`src/rtl/mem_access_unit.sv`:
```
`default_nettype none
// ============================================================================
//  Module      : mem_access_unit
//  Description : Requester-side load/store unit sitting between the CPU
//                datapath and a word-wide data memory port. It turns
//                byte/half/word loads and stores into word-aligned full-word
//                memory accesses. Sub-word stores are done as read-modify-
//                write, and loads are sign- or zero-extended. Misaligned or
//                out-of-range requests are rejected without a memory access.
//
//  Ports       : CLK      - clock, rising edge
//                Reset    - asynchronous active-low reset
//                req      - CPU request, sampled only when idle
//                we       - 1 = store, 0 = load
//                size     - 00 byte, 01 half, 10 word, 11 illegal
//                sext     - loads: 1 = sign-extend, 0 = zero-extend
//                addr     - byte address
//                wdata    - store data, right-aligned
//                rdata    - load result, valid with done
//                busy     - set at accept, cleared together with done
//                done     - one-cycle completion pulse
//                err      - rejected request, valid with done
//                mRD/mWR  - memory read / write enables
//                DAddr    - word-aligned memory address
//                DataIn   - memory write data
//                DataOut  - memory read data (combinational from DAddr)
//
//  Revision    : 1.0 - initial release
// ============================================================================
module mem_access_unit #(
   parameter int MEM_BYTES = 256
) (
   input  logic        CLK,
   input  logic        Reset,
   input  logic        req,
   input  logic        we,
   input  logic [1:0]  size,
   input  logic        sext,
   input  logic [31:0] addr,
   input  logic [31:0] wdata,
   output logic [31:0] rdata,
   output logic        busy,
   output logic        done,
   output logic        err,
   output logic        mRD,
   output logic        mWR,
   output logic [31:0] DAddr,
   output logic [31:0] DataIn,
   input  logic [31:0] DataOut
);

   typedef enum logic [1:0] {
      S_IDLE  = 2'd0,
      S_READ  = 2'd1,
      S_WRITE = 2'd2,
      S_RESP  = 2'd3
   } state_t;

   // Extract a byte/half/word from a memory word (little endian).
   function automatic logic [31:0] f_extract(input logic [31:0] word,
                                             input logic [1:0]  sz,
                                             input logic [1:0]  lane,
                                             input logic        sx);
      logic [7:0]  b;
      logic [15:0] h;
      logic [31:0] r;
      b = word[{lane, 3'b000} +: 8];
      h = lane[1] ? word[31:16] : word[15:0];
      case (sz)
         2'b00:   r = {{24{sx & b[7]}}, b};
         2'b01:   r = {{16{sx & h[15]}}, h};
         default: r = word;
      endcase
      return r;
   endfunction

   // Replace the addressed byte or half of a memory word with store data.
   function automatic logic [31:0] f_merge(input logic [31:0] word,
                                           input logic [15:0] wd,
                                           input logic [1:0]  sz,
                                           input logic [1:0]  lane);
      logic [31:0] r;
      r = word;
      if (sz == 2'b00) begin
         r[{lane, 3'b000} +: 8] = wd[7:0];
      end else begin
         r[{lane[1], 4'b0000} +: 16] = wd[15:0];
      end
      return r;
   endfunction

   state_t      state_q, state_d;
   logic        we_q, we_d;
   logic [1:0]  size_q, size_d;
   logic        sext_q, sext_d;
   logic [1:0]  lane_q, lane_d;
   // Only the low half of store data is needed after accept: word stores
   // load DataIn straight from the request.
   logic [15:0] wlow_q, wlow_d;
   logic [31:0] rdata_q, rdata_d;
   logic        busy_q, busy_d;
   logic        done_q, done_d;
   logic        err_q, err_d;
   logic        mrd_q, mrd_d;
   logic        mwr_q, mwr_d;
   logic [31:0] daddr_q, daddr_d;
   logic [31:0] datain_q, datain_d;

   // Last byte touched by the aligned word; 33 bits so the top word of the
   // address space cannot wrap around and look legal.
   logic [32:0] w_last;
   logic        w_err;

   assign w_last = {1'b0, addr[31:2], 2'b00} + 33'd3;
   assign w_err  = (size == 2'b11)
                 | ((size == 2'b01) & addr[0])
                 | ((size == 2'b10) & (addr[1:0] != 2'b00))
                 | (w_last > 33'(MEM_BYTES - 1));

   always_ff @(posedge CLK or negedge Reset) begin
      if (!Reset) begin
         state_q  <= S_IDLE;
         we_q     <= 1'b0;
         size_q   <= 2'b00;
         sext_q   <= 1'b0;
         lane_q   <= 2'b00;
         wlow_q   <= 16'h0;
         rdata_q  <= 32'h0;
         busy_q   <= 1'b0;
         done_q   <= 1'b0;
         err_q    <= 1'b0;
         mrd_q    <= 1'b0;
         mwr_q    <= 1'b0;
         daddr_q  <= 32'h0;
         datain_q <= 32'h0;
      end else begin
         state_q  <= state_d;
         we_q     <= we_d;
         size_q   <= size_d;
         sext_q   <= sext_d;
         lane_q   <= lane_d;
         wlow_q   <= wlow_d;
         rdata_q  <= rdata_d;
         busy_q   <= busy_d;
         done_q   <= done_d;
         err_q    <= err_d;
         mrd_q    <= mrd_d;
         mwr_q    <= mwr_d;
         daddr_q  <= daddr_d;
         datain_q <= datain_d;
      end
   end

   always_comb begin
      state_d  = state_q;
      we_d     = we_q;
      size_d   = size_q;
      sext_d   = sext_q;
      lane_d   = lane_q;
      wlow_d   = wlow_q;
      rdata_d  = rdata_q;
      busy_d   = busy_q;
      done_d   = 1'b0;
      err_d    = err_q;
      mrd_d    = 1'b0;
      mwr_d    = 1'b0;
      daddr_d  = daddr_q;
      datain_d = datain_q;

      case (state_q)
         S_IDLE: begin
            if (req) begin
               we_d   = we;
               size_d = size;
               sext_d = sext;
               lane_d = addr[1:0];
               wlow_d = wdata[15:0];
               busy_d = 1'b1;
               if (w_err) begin
                  err_d   = 1'b1;
                  state_d = S_RESP;
               end else begin
                  daddr_d = {addr[31:2], 2'b00};
                  if (we && (size == 2'b10)) begin
                     mwr_d    = 1'b1;
                     datain_d = wdata;
                     state_d  = S_WRITE;
                  end else begin
                     mrd_d   = 1'b1;
                     state_d = S_READ;
                  end
               end
            end
         end

         S_READ: begin
            if (we_q) begin
               // The merged word is formed from the read data at this edge
               // so it is already stable for the whole write cycle.
               mwr_d    = 1'b1;
               datain_d = f_merge(DataOut, wlow_q, size_q, lane_q);
               state_d  = S_WRITE;
            end else begin
               rdata_d = f_extract(DataOut, size_q, lane_q, sext_q);
               done_d  = 1'b1;
               state_d = S_RESP;
            end
         end

         S_WRITE: begin
            done_d  = 1'b1;
            state_d = S_RESP;
         end

         S_RESP: begin
            // A rejected request arrives here with done still low and waits
            // one cycle, so it completes with the same latency as a load.
            if (done_q) begin
               busy_d  = 1'b0;
               err_d   = 1'b0;
               rdata_d = 32'h0;
               state_d = S_IDLE;
            end else begin
               done_d = 1'b1;
            end
         end

         default: state_d = S_IDLE;
      endcase
   end

   assign rdata  = rdata_q;
   assign busy   = busy_q;
   assign done   = done_q;
   assign err    = err_q;
   assign mRD    = mrd_q;
   assign mWR    = mwr_q;
   assign DAddr  = daddr_q;
   assign DataIn = datain_q;

endmodule
`default_nettype wire

```
`config.mk`:
```
export PLATFORM = sky130hd
export DESIGN_NAME = mem_access_unit
export DESIGN_NICKNAME = d
export VERILOG_FILES = /design/src/rtl/mem_access_unit.sv
export SDC_FILE = /design/constraint.sdc
export NUM_CORES = 1
export LEC_CHECK = 0
export ABC_AREA = 0
export CAP_MARGIN = 20
export CORE_UTILIZATION = 44
export CTS_BUF_LIST = sky130_fd_sc_hd__clkbuf_8
export CTS_CLUSTER_DIAMETER = 120
export DETAILED_ROUTE_END_ITERATION = 6
export GPL_TIMING_DRIVEN = 0
export HOLD_SLACK_MARGIN = 0.15
export PLACE_DENSITY = 0.77
export SYNTH_ARGS = -nofsm -noshare
export SYNTH_HDL_FRONTEND = slang
export SYNTH_SLANG_ARGS = --single-unit
```
`constraint.sdc`:
```
create_clock -name CLK -period 2.3 [get_ports CLK]
set_input_delay 0.69 -clock CLK [delete_from_list [all_inputs] [get_ports CLK]]
set_output_delay 0.69 -clock CLK [all_outputs]
set_load 0.05 [all_outputs]
```
==> reports/metrics.cfg, run 1 <==
[run_status]
outcome=finished, final reports clean

[drt]
vias_per_cell=5.71
post_drt_wl_per_cell_um=20.9
drc=0
wl_um=20700
drt-initial-drc-count=489
num_vias=5663
drtAntennaViolNets=0
dr.pass1.iters=5

[flow_run]
cap_viol_max_count=0

[setup_path]
end_kind=flip-flop
crit_fanout=7
ff2ff_path_depth=9
crit_required_ns=2.63
critPathArrivalTime_ns=2.57
cp-start-kind=input port
path_class=in2reg

[power]
total_power_mw=12.4
seqPwrFrac_pct=27.3
swShare_pct=47.3
p_int_mw=6.55
clock_power_share_pct=14.0
p_leak_nw=4.46
power_switching_mw=5.88
irDropWorstVdd_mv=0.869
combPwrFrac_pct=58.7
power_density_nw_per_um2=1340

[floorplanning]
initial_core_util_pct=45.6
die_x_um=123
dieArea_um2=15100
ios=204
core-area_um2=14100
die_h_um=123
rows=43

[timing]
holdWs_ns=0.202
skew_ns=0.0119
fin_setup_tns_ns=0
post-route-period-util_pct=97.4
rsz0062_at_grt=true
worst_slack_ns=0.0609
relSlewSlack_pct=51.9
finalCriticalPeriod_ns=2.24
max_freq_mhz=447
hold_violations=0
drv_slew=0
tightest_slew_ns=0.721
setup_viol=0

[global_routing]
grt_max_degree=68
overflow=0
grt_antenna_before_repair=0
grt_pass1_wl_um=31600
grt.total_usage_pct=28.3
grt_pass1_vias=5651

[clocking]
clock_sinks=123
h-tree-depth=4
clockRootBuffer=clkbuf_8
cts_tree=done
postCtsHoldBufs=0
cts_buffer_depth=2
clock_latency_ns=0.44
clk_pin_slew_ns=0.07
numCtsBuffers=17

[synthesis]
async_flop_share_pct=100
ys_types=42
ys_ff_latch=123
yosys_warnings=0
yosysSeqAreaShare_pct=47.8
syn_area_per_cell_um2=11.4
synth_ff_type=dfrtp_1
netlist_instances=565
netlist_area_um2=6430
synth_edf_count=0

[place]
port_buffers=201
dp.cells=948
dpl_cell_area_um2=8710
gp_congestion=0.929
hpwl_um=15500
pre_cts_slack_ns=-0.699

[worst_hold_path]
hp-class=in2async

[layout]
syn_to_final_growth_pct=44.3
instances_no_fill=991
final_util_pct=65.9
post-route-cell-area_um2=9290
drive_gt1_share_pct=25.4
antennaDiodeCount=0
nFillCells=1163
final_nets=910

[path summary, 6_finish.rpt]
path,endpoint,slack (ns),startpoint
min in group CLK,rdata[3],0.47,rdata[3]
max in group asynchronous,wlow_q[10],1.38,Reset
setup / recovery,DAddr[7],0.06,addr[30]
hold / removal,rdata[27],0.20,Reset
hold reg to reg,rdata[3],0.47,rdata[3]
setup reg to reg,DataIn[18],0.07,lane_q[1]
[cell usage in the layout (no fill, tap or decap), drive strengths merged, types with 2 or more instances in the layout]
master and n:
o211ai 9, dlymetal6s2s 2, dfrtp 123, and2 2
nor4bb 3, nand2 35, inv 15, nand3 2
clkinvlp 3, a21o 7, ha 9, conb 2
buf 40, nor3 9, nor4 7, dlygate4sd2 98
o21ai 20, mux2i 34, nand2b 5, a21oi 46
clkbuf 36, nor2b 26, nor2 12, clkdlybuf4s50 100
clkinv 5, mux2 99, a221oi 32, a221o 16
[critical path: stages]
cell and delay, ns:
clkdlybuf4s50_1 0.40, nor4_1 0.31, nand4_1 0.22, buf_4 0.21
nor3_4 0.22, buf_6 0.18, mux2_2 0.33
[power groups by stage]
stage / clock network (mW) / logic, mW / registers [mW]
finish: 1.74 / 7.29 / 3.39
global placement: 0 / 6.90 / 3.38
floorplan: 0 / 3.49 / 4.75
CTS: 1.78 / 7.10 / 3.40
global route: 1.87 / 7.78 / 3.47
detailed placement: 0 / 7.07 / 3.43
[cell type report]
class,count,area [um^2],share of cell area [%]
Buffer,37,231,2.49
Timing Repair Buffer,219,2050,22.1
Multi-Input combinational cell,389,3290,35.4
Sequential cell,123,3080,33.2
Inverter,11,48.8,0.526
Clock buffer,20,275,2.96
Tap cell,180,225,2.43
Clock inverter,12,88.8,0.957
[cell usage after synthesis, drive strengths merged, types with 5 or more instances]
| cell type | n | area, um^2 |
|---|---|---|
| a221o | 16 | 160 |
| a21oi | 46 | 230 |
| mux2i | 34 | 340 |
| clkbuf | 22 | 82.6 |
| ha | 9 | 113 |
| nor2b | 26 | 163 |
| a21o | 7 | 52.6 |
| o211ai | 9 | 67.6 |
| buf | 21 | 145 |
| nor2 | 12 | 45.0 |
| dfrtp | 123 | 3080 |
| inv | 11 | 41.3 |
| mux2 | 99 | 1110 |
| nand2 | 35 | 131 |
| nand2b | 5 | 31.3 |
| o21ai | 20 | 104 |
| nor4 | 7 | 43.8 |
| nor3 | 9 | 45.0 |
| a221oi | 32 | 280 |
[cell families (layout without fill, tap and decap cells)]
logic type	count (synthesis)	count (layout)	share of synthesized area, %
adder cells (fa/ha/maj)	9	9	1.75
AO/OA/AOI/OAI	137	137	14.8
flip-flops	123	123	47.8
other	1	2	0.0583
buffers and inverters	54	299	4.18
multiplexers	133	133	22.6
AND/OR/NAND/NOR	108	108	8.75
[sequential cells by signal (all words and copies together) (netlist names), 2 cells and up]
name	flops
size_q	2
rdata	32
DataIn	32
wlow_q	16
lane_q	2
DAddr	30
state_q	2
[per-layer routing]
metal	global-route usage [%]	up-vias	wire length (um)
met1	37.1	2827	8830
met5	0	-	0
met3	6.96	32	1360
li1	-	2579	-
met2	45.7	225	10200
met4	9.68	0	384
[timing repair]
| action | 4_1_cts | 5_1_grt |
|---|---|---|
| pin swaps | 2 | 9 |
| setup endpoints to repair | 171 | 93 |
| endpoints found under the hold margin | 0 | 0 |
| resized for setup | 134 | 26 |
| buffers inserted | 5 | 12 |
(Power assumes the default switching activity.)
==> inputs of run 2 (changes only) <==
--- a/config.mk
+++ b/config.mk
@@ -14,6 +14,7 @@
 export GPL_TIMING_DRIVEN = 0
 export HOLD_SLACK_MARGIN = 0.15
 export PLACE_DENSITY = 0.77
+export SETUP_SLACK_MARGIN = 0.05
 export SYNTH_ARGS = -nofsm -noshare
 export SYNTH_HDL_FRONTEND = slang
 export SYNTH_SLANG_ARGS = --single-unit
==> reports/metrics.cfg, run 2 (synthesis gave the netlist of run 1 again) <==
[timing]
finalCriticalPeriod_ns=2.24
max_freq_mhz=447
setup_viol=0
post-route-period-util_pct=97.3
hold_violations=0
skew_ns=0.0105
drv_slew=0
relSlewSlack_pct=56.3
holdWs_ns=0.214
tightest_slew_ns=0.655
rsz0062_at_grt=true

[place]
port_buffers=201
gp_congestion=0.935
hpwl_um=15400
dp.cells=948

[power]
power_density_nw_per_um2=1350
total_power_mw=13.0
p_leak_nw=4.64
irDropWorstVdd_mv=1.03

[global_routing]
grt_antenna_before_repair=0
grt_pass1_wl_um=31100
overflow=0
grt.total_usage_pct=27.6
grt_max_degree=63
grt_pass1_vias=5676

[setup_path]
rr_startpoint=lane_q[1]
crit_fanout=10
r2r_setup_slack_ns=0.08
cp_cell_sequence=clkdlybuf4s50_1 > mux2i_1 > o32ai_2 > o2111a_2 > buf_4 > a221o_1
crit_end=rdata[26]
critPathArrivalTime_ns=2.56
ff2ff_path_depth=10
worst-path-buf-inv=2
critical-path-top-delay-family=buffers and inverters
crit_required_ns=2.62
slowest_delay_ns=0.59
path_class=in2reg
cp-start-kind=input port
end_kind=flip-flop
worstSetupStartpoint=DataOut[31]
cp.depth=6
worst_path_max_delay_cell=clkdlybuf4s50_1
r2r-end=DataIn[16]

[floorplanning]
initial_core_util_pct=45.6
die_h_um=123
die_x_um=123
rows=43
ios=204
core-area_um2=14100
dieArea_um2=15100

[run_status]
outcome=finished, final reports clean

[drt]
drtAntennaViolNets=0
num_vias=5655
post_drt_wl_per_cell_um=20.8
vias_per_cell=5.67
drt-initial-drc-count=360
wl_um=20800
wl_met1_um=9030
dr.pass1.iters=5
dr.max_layer_used=met4
dr_wl_met3_um=1160
wl_met2_um=10100
drc=0

[layout]
mostFrequentLayoutCell=dfrtp_1
drive_gt1_share_pct=29.6
syn_to_final_growth_pct=49.9
instances_no_fill=998
multi_input_area_um2=3520
antennaDiodeCount=0
final_nets=917
nFillCells=1096
regArea_um2=3080
final_cell_mix=dfrtp_1 (122), dlygate4sd2_1 (99), clkdlybuf4s50_1 (98), mux2_2 (82), a21oi_1 (35)

[clocking]
clockRootBuffer=clkbuf_8
numCtsBuffers=17
cts_tree=done
clock_latency_ns=0.44
cts_buffer_depth=2
clk_pin_slew_ns=0.07
clock_sinks=123
postCtsHoldBufs=0
h-tree-depth=4

[worst_hold_path]
hp-class=in2async

[flow_run]
cap_viol_max_count=0

[run 2: worst min-delay path by stage]
stage	cells past startpoint	startpoint	endpoint	slack [ns]
finish	1	Reset	rdata[28]	0.21
global route	1	Reset	rdata[28]	0.23
CTS	1	Reset	rdata[28]	0.23
detailed placement	2	rdata[1]	rdata[1]	0.46
global placement	2	rdata[2]	rdata[2]	0.45
floorplan	0	Reset	DAddr[10]	0.39
[run 2: cell type report]
| type | count | area share, % |
|---|---|---|
| tap | 180 | 2.33 |
| sequential | 123 | 31.9 |
| inverter | 11 | 0.558 |
| clock buffer | 17 | 2.43 |
| multi-input combinational | 389 | 36.5 |
| buffer | 41 | 3.06 |
| clock inverter | 15 | 1.69 |
| timing repair buffer | 222 | 21.5 |
[run 2: what timing repair did]
action	in CTS	in global routing
buffers inserted	10	10
gates resized for setup	130	90
pin swaps	5	13
endpoints found under the setup margin	173	93
cloned	0	1
[run 2: power breakdown]
part	leakage, nW	switching (mW)	internal, mW
Clock	0.205	0.941	0.982
Sequential	1.57	0.591	2.83
Combinational	2.86	4.56	3.10
Total	4.64	6.09	6.91
[run 2: metrics by stage]
stage	instance area (um^2)	util [%]	setup WS, ns	TNS, ns
6_report	9650	68.4	0.0622	0
5_1_grt	9650	68.4	-0.000174	-0.000174
4_1_cts	9220	65.4	0.0524	0
3_5_place_dp	8730	62.0	-0.715	-49.44
3_3_place_gp	8710	61.8	-3.95	-530.46
2_1_floorplan	6470	-	0.0465	0
[run 2: routing by layer]
| layer | up-vias | GRT usage (%) |
|---|---|---|
| met5 | - | 0 |
| met4 | 0 | 10.6 |
| met3 | 36 | 6.09 |
| met2 | 186 | 43.8 |
| met1 | 2845 | 36.7 |
| li1 | 2588 | - |
